**src/rtl/serial_rx_pkg.sv**
```systemverilog
`default_nettype none
//==============================================================================
// Module      : serial_rx_pkg
// Description : Shared types and constants for the serial receive controller.
//               The PARITY state exists only when SERIAL_RX_PARITY_CHECK_EN
//               is defined.
// Revision    : 1.0 - initial release
//==============================================================================
package serial_rx_pkg;

   // Serial word width shared by controller and datapath
   localparam int DATA_W             = 8;
   // Default number of consecutive low samples that qualify a start bit
   localparam int START_SAMPLES_DFLT = 2;
   // Start-sample counter width; wide enough for the legal range 1..4
   localparam int START_CNT_W        = 3;

   // Controller states; encodings are fixed so the two build variants agree
   typedef enum logic [2:0] {
      ST_IDLE   = 3'd0,
      ST_INIT   = 3'd1,
      ST_SHIFT  = 3'd2,
`ifdef SERIAL_RX_PARITY_CHECK_EN
      ST_PARITY = 3'd3,
`endif
      ST_STOP   = 3'd4,
      ST_VALID  = 3'd5
   } rx_state_t;

endpackage : serial_rx_pkg
`default_nettype wire

```
**src/rtl/serial_rx_controller_start_filter.sv**
```systemverilog
`default_nettype none
//==============================================================================
// Module      : start_filter
// Description : Counts consecutive low samples of the serial line while
//               enabled and emits a one-cycle start_det pulse on the sample
//               that makes the run START_SAMPLES long. Any high sample, or
//               dropping the enable, restarts the count.
// Revision    : 1.0 - initial release
//==============================================================================
module start_filter #(
   parameter int START_SAMPLES = serial_rx_pkg::START_SAMPLES_DFLT
) (
   input  logic clk,
   input  logic rst_n,
   input  logic i_ser,
   input  logic i_enable,
   output logic o_start_det
);
   import serial_rx_pkg::*;

   logic [START_CNT_W-1:0] r_low_cnt;
   logic                   w_low;
   logic                   w_det;

   // A qualifying sample is a low line while the controller is listening
   assign w_low = i_enable && !i_ser;
   // The run completes on the sample after START_SAMPLES-1 lows were counted
   assign w_det = w_low && (r_low_cnt == START_CNT_W'(START_SAMPLES - 1));

   assign o_start_det = w_det;

   // Consecutive-low counter, restarted by a high sample or by a detection
   always_ff @(posedge clk or negedge rst_n) begin
      if (!rst_n) begin
         r_low_cnt <= '0;
      end else if (!w_low || w_det) begin
         r_low_cnt <= '0;
      end else begin
         r_low_cnt <= r_low_cnt + START_CNT_W'(1);
      end
   end

endmodule : start_filter
`default_nettype wire

```
**src/rtl/serial_rx_controller.sv**
```systemverilog
`default_nettype none
//==============================================================================
// Module      : serial_rx_controller
// Description : Moore control FSM for a serial receiver. Qualifies a start
//               bit, initialises the external shift register and bit
//               counter, shifts DATA_W bits, checks the stop bit and holds
//               the word until the consumer acknowledges it. Reports framing
//               errors, parity errors and sticky receive overrun.
//               Optional feature macro: SERIAL_RX_PARITY_CHECK_EN adds an
//               even-parity bit after the data bits.
// Revision    : 1.0 - initial release
//==============================================================================
module serial_rx_controller #(
   parameter int START_SAMPLES = serial_rx_pkg::START_SAMPLES_DFLT,
   parameter int DATA_W        = serial_rx_pkg::DATA_W
) (
   input  logic              Clk,
   input  logic              Rst,
   input  logic              SerI,
   input  logic              CO,
   input  logic [DATA_W-1:0] Data,
   input  logic              Ack,
   output logic              En_Reg,
   output logic              Init_Reg,
   output logic              Init_Cnt,
   output logic              Inc_Cnt,
   output logic              Valid,
   output logic              Busy,
   output logic              FrameErr,
   output logic              ParErr,
   output logic              Overrun
);
   import serial_rx_pkg::*;

   rx_state_t r_state;
   rx_state_t w_next;
   logic      w_start_en;
   logic      w_start_det;
   logic      r_frame_err;
   logic      r_overrun;

   // The line is watched for a start bit when idle and, for overrun, when a
   // word is still waiting for the consumer
   assign w_start_en = (r_state == ST_IDLE) || (r_state == ST_VALID);

   start_filter #(
      .START_SAMPLES (START_SAMPLES)
   ) u_start_filter (
      .clk         (Clk),
      .rst_n       (Rst),
      .i_ser       (SerI),
      .i_enable    (w_start_en),
      .o_start_det (w_start_det)
   );

   // State register; reset abandons any frame in progress
   always_ff @(posedge Clk or negedge Rst) begin
      if (!Rst) begin
         r_state <= ST_IDLE;
      end else begin
         r_state <= w_next;
      end
   end

   // Next-state logic and Moore output decode from the state register
   always_comb begin
      w_next   = r_state;
      En_Reg   = 1'b0;
      Init_Reg = 1'b0;
      Init_Cnt = 1'b0;
      Inc_Cnt  = 1'b0;
      Valid    = 1'b0;
      Busy     = (r_state != ST_IDLE);
      case (r_state)
         ST_IDLE: begin
            if (w_start_det) begin
               w_next = ST_INIT;
            end
         end
         ST_INIT: begin
            Init_Reg = 1'b1;
            Init_Cnt = 1'b1;
            w_next   = ST_SHIFT;
         end
         ST_SHIFT: begin
            En_Reg  = 1'b1;
            Inc_Cnt = 1'b1;
            if (CO) begin
`ifdef SERIAL_RX_PARITY_CHECK_EN
               w_next = ST_PARITY;
`else
               w_next = ST_STOP;
`endif
            end
         end
`ifdef SERIAL_RX_PARITY_CHECK_EN
         ST_PARITY: begin
            w_next = ST_STOP;
         end
`endif
         ST_STOP: begin
            w_next = SerI ? ST_VALID : ST_IDLE;
         end
         ST_VALID: begin
            Valid = 1'b1;
            if (Ack) begin
               w_next = ST_IDLE;
            end
         end
         default: begin
            w_next = ST_IDLE;
         end
      endcase
   end

   // Framing error: one-cycle pulse after a stop bit sampled low
   always_ff @(posedge Clk or negedge Rst) begin
      if (!Rst) begin
         r_frame_err <= 1'b0;
      end else begin
         r_frame_err <= (r_state == ST_STOP) && !SerI;
      end
   end

   // Overrun: a start bit seen while the previous word is unread; sticky
   always_ff @(posedge Clk or negedge Rst) begin
      if (!Rst) begin
         r_overrun <= 1'b0;
      end else if ((r_state == ST_VALID) && w_start_det) begin
         r_overrun <= 1'b1;
      end
   end

   assign FrameErr = r_frame_err;
   assign Overrun  = r_overrun;

`ifdef SERIAL_RX_PARITY_CHECK_EN
   logic r_par_err;

   // Parity error: one-cycle pulse when the parity bit breaks even parity
   always_ff @(posedge Clk or negedge Rst) begin
      if (!Rst) begin
         r_par_err <= 1'b0;
      end else begin
         r_par_err <= (r_state == ST_PARITY) && (SerI != (^Data));
      end
   end

   assign ParErr = r_par_err;
`else
   // Shift-register contents matter only to the parity check
   logic w_unused_data;
   assign w_unused_data = ^Data;
   assign ParErr        = 1'b0;
`endif

endmodule : serial_rx_controller
`default_nettype wire

```
**config.mk**
```make
export PLATFORM = sky130hd
export DESIGN_NAME = serial_rx_controller
export DESIGN_NICKNAME = d
export VERILOG_FILES = /design/src/rtl/serial_rx_pkg.sv /design/src/rtl/serial_rx_controller_start_filter.sv /design/src/rtl/serial_rx_controller.sv
export SDC_FILE = /design/constraint.sdc
export NUM_CORES = 1
export LEC_CHECK = 0
export ABC_AREA = 1
export CORE_AREA = 2 2 39 41
export DETAILED_ROUTE_END_ITERATION = 6
export DIE_AREA = 0 0 41 43
export PLACE_DENSITY = 0.7
export SYNTH_ARGS = -nofsm -noshare
export SYNTH_HDL_FRONTEND = slang
export SYNTH_SLANG_ARGS = --single-unit
export TNS_END_PERCENT = 10
```
**constraint.sdc**
```tcl
create_clock -name Clk -period 1.9 [get_ports Clk]
set_input_delay 0.38 -clock Clk [delete_from_list [all_inputs] [get_ports Clk]]
set_output_delay 0.38 -clock Clk [all_outputs]
set_load 0.05 [all_outputs]
```
==> results.md <==
* Final WS setup at 135.2 ps
* Skew final at 1.687 ps
* Vias in the first global route at 297
* Drt first-iter violations at 4
* WL/cell at 9.951 µm
* VDD IR-drop max at 0.0008316 V
* Netlist cell types at 20
* Top cells by area, synth: dfrtp_1, inv_1, ha_1, nor2_2, buf_4
* Via/cell ratio at 4.543
* Power density cells at 1802 nW/µm²
* Max-cap violations at 0
* Post-synthesis adder-cell area fraction at 5.435%
* Syn_nets at 68
* Critical path buffers and inverters at 1
* Leak Pwr at 0.3202 nW
* Yosys top cell area share at 43.48%
* Slowest cell delay on critical path at 800 ps
* CP required at 1520 ps
* CTS Root Cell: clkbuf_4
* Placed instance area at 640.6 µm²
* Final setup vio count at 0
* Drt pass-1 iters at 4
* CTS resizes at 0
* CTS max path bufs at 2
* RSZ-0062 raised after global routing: false
* Die height at 43 µm
* Core box area at 1384 µm²
* GRT Total Usage at 10.72%
* Register-to-Register Path Depth at 6
* Worst skew pair latency at 250 ps
* Grt ovf at 0
* Final-report hold violation count at 0
* NumNets Final at 82
* Routed WL at 806 µm
* ANT cells at 0
* IO Count at 22
* Final instance area at 663.1 µm²
* Port buffer count at 12
* CTS buffer count at 3
* Cts hold-fix bufs at 0
* Synthesized area per cell at 8.688 µm²
* Crit. End Element: output pin
* Setup crit start kind: flop
* Max Fclk at 0.5666 GHz
* CP Data Arrival Time at 1380 ps
* Delay-heaviest family, CP: buffers and inverters
* Area Growth Syn to Fin at 44.02%
* FF-to-FF End: r_state[2]
* Clock Sinks at 8
* Reg2reg start: u_start_filter.r_low_cnt[1]
* Synth area leader: dfrtp_1
* Area of the die at 1763 µm²
* Cell breakdown of the critical path: clkdlybuf4s50_1
* Vias at 368
* RD Place Congestion at 0.7142
* Simple logic cell fraction of the synthesized area at 25.00%
* Status: finished, final reports clean
* CP Max Fanout at 2
* Filler cells at 152
* DP Worst Slack at 358.9 ps
* Detailed-route DRC error count at 0
* Gate Count Post-Synth at 53
* Xor/xnor share of the synthesized area at 1.902%
* Register area share after synthesis at 43.48%
* H-Tree Level Count at 1
* Initial antenna violation count at 0
* Width of the die at 41 µm
* Slowest cell on crit path: clkdlybuf4s50_1
* Starting density of the core at 33.27%
* Yosys warns at 0
* Largest family of logic cells by synthesized area: simple AND/OR/NAND/NOR gates
* First-pass GRT wire length at 1200 µm
* Synthesized area at 460.4 µm²
* Final Cycle Share at 92.89%
* TNS Setup at 0 ps
* Setup bufs post-CTS at 0
* Layout cell share with drive strength beyond 1 at 32.31%
* Std-Cell Rows at 14
* Hold Slack at 405.3 ps
* WP depth at 1
* WS Path Type: flop to output pin
* ANT nets after route at 0
* Max-slew violations at 0
* Register bit total from synthesis at 8
* Flop2flop setup slack at 670 ps
* Multiplexer share of the synthesized area at 0%
* Hold Path Class: input pin to async pin
* Post-synthesis compound-gate area fraction at 9.511%
* Tmin final at 1765 ps
* Largest net degree at the start of global routing at 9
* Clock transition at path regs at 50 ps
* Hpwl dp at 664.5 µm
* CTS tree: built
cells in the final DEF (no fill, tap or decap):
cell | Yosys | layout
nand2_1 | 5 | 5
xnor2_1 | 1 | 1
inv_1 | 8 | 8
o21ai_0 | 1 | 1
nor2_1 | 5 | 4
nor4_1 | 1 | 1
clkdlybuf4s50_1 | 0 | 6
dfrtp_1 | 8 | 8
nor2_2 | 4 | 5
o31ai_1 | 1 | 1
inv_2 | 2 | 2
clkbuf_4 | 0 | 3
o21ai_2 | 1 | 1
o22ai_1 | 1 | 1
nand3_2 | 2 | 2
conb_1 | 1 | 1
buf_12 | 0 | 6
clkinv_1 | 1 | 1
a21oi_4 | 1 | 1
nand3_1 | 4 | 4
ha_1 | 2 | 2
nand2_2 | 1 | 1
cell families after synthesis:
logic type      after synthesis
fa+ha+maj                     2
xor+xnor                      1
buf+inv                      14
simple gates                 22
flops                         8
compound gates                5
other cells                   1
final cells by class:
cell class,count,area (µm²),share of cell area (%)
sequential,8,200.2,30.19
multi-input combinational,31,198.9,30.00
timing repair buffer,12,180.2,27.17
inverter,11,41.29,6.226
clock buffer,3,22.52,3.396
tap,16,20.02,3.019
power breakdown:
part / switching [mW] / internal [mW]
clock network: 0.0547 / 0.0720
logic: 0.462 / 0.333
registers: 0.0569 / 0.216
total: 0.574 / 0.621
cells in the mapped netlist:
| library cell | count |
|---|---|
| buf_4 | 3 |
| nor4_1 | 1 |
| dfrtp_1 | 8 |
| nor2_2 | 4 |
| inv_1 | 8 |
| nand3_1 | 4 |
| inv_2 | 2 |
| o22ai_1 | 1 |
| nand2_2 | 1 |
| clkinv_1 | 1 |
| o31ai_1 | 1 |
| o21ai_2 | 1 |
| xnor2_1 | 1 |
| nor2_1 | 5 |
| o21ai_0 | 1 |
| conb_1 | 1 |
| nand3_2 | 2 |
| nand2_1 | 5 |
| a21oi_4 | 1 |
| ha_1 | 2 |
state kept, by name (all words and copies together), names as in the netlist:
register	cells
r_state	3
u_start_filter.r_low_cnt	3
FrameErr	1
Overrun	1
worst max path at each step:
stage | startpoint | to | slack, ps
final | Overrun | Overrun | 140
after global routing | Overrun | Overrun | 70
after CTS | Overrun | Overrun | 120
after detailed placement | SerI | r_state[2] | 360
after global placement | SerI | r_state[2] | 380
after floorplan | r_state[1] | Init_Reg | 220
per-stage QoR:
stage	power (mW)	util, %	std cells
final	1.195	47.92	81
after global routing	1.268	47.92	81
after global placement	1.066	46.29	78
after floorplan	0.7701	-	53
after CTS	1.210	47.92	81
after detailed placement	1.076	46.29	78
metal layers:
layer	global-route usage, %	share of wire (%)	vias up
met5	0	0	-
met4	4.000	1.5	0
met3	7.853	8.1	3
met2	15.00	47	12
met1	12.17	43	165
li1	-	-	188
Power figures use the tool's default switching activity.
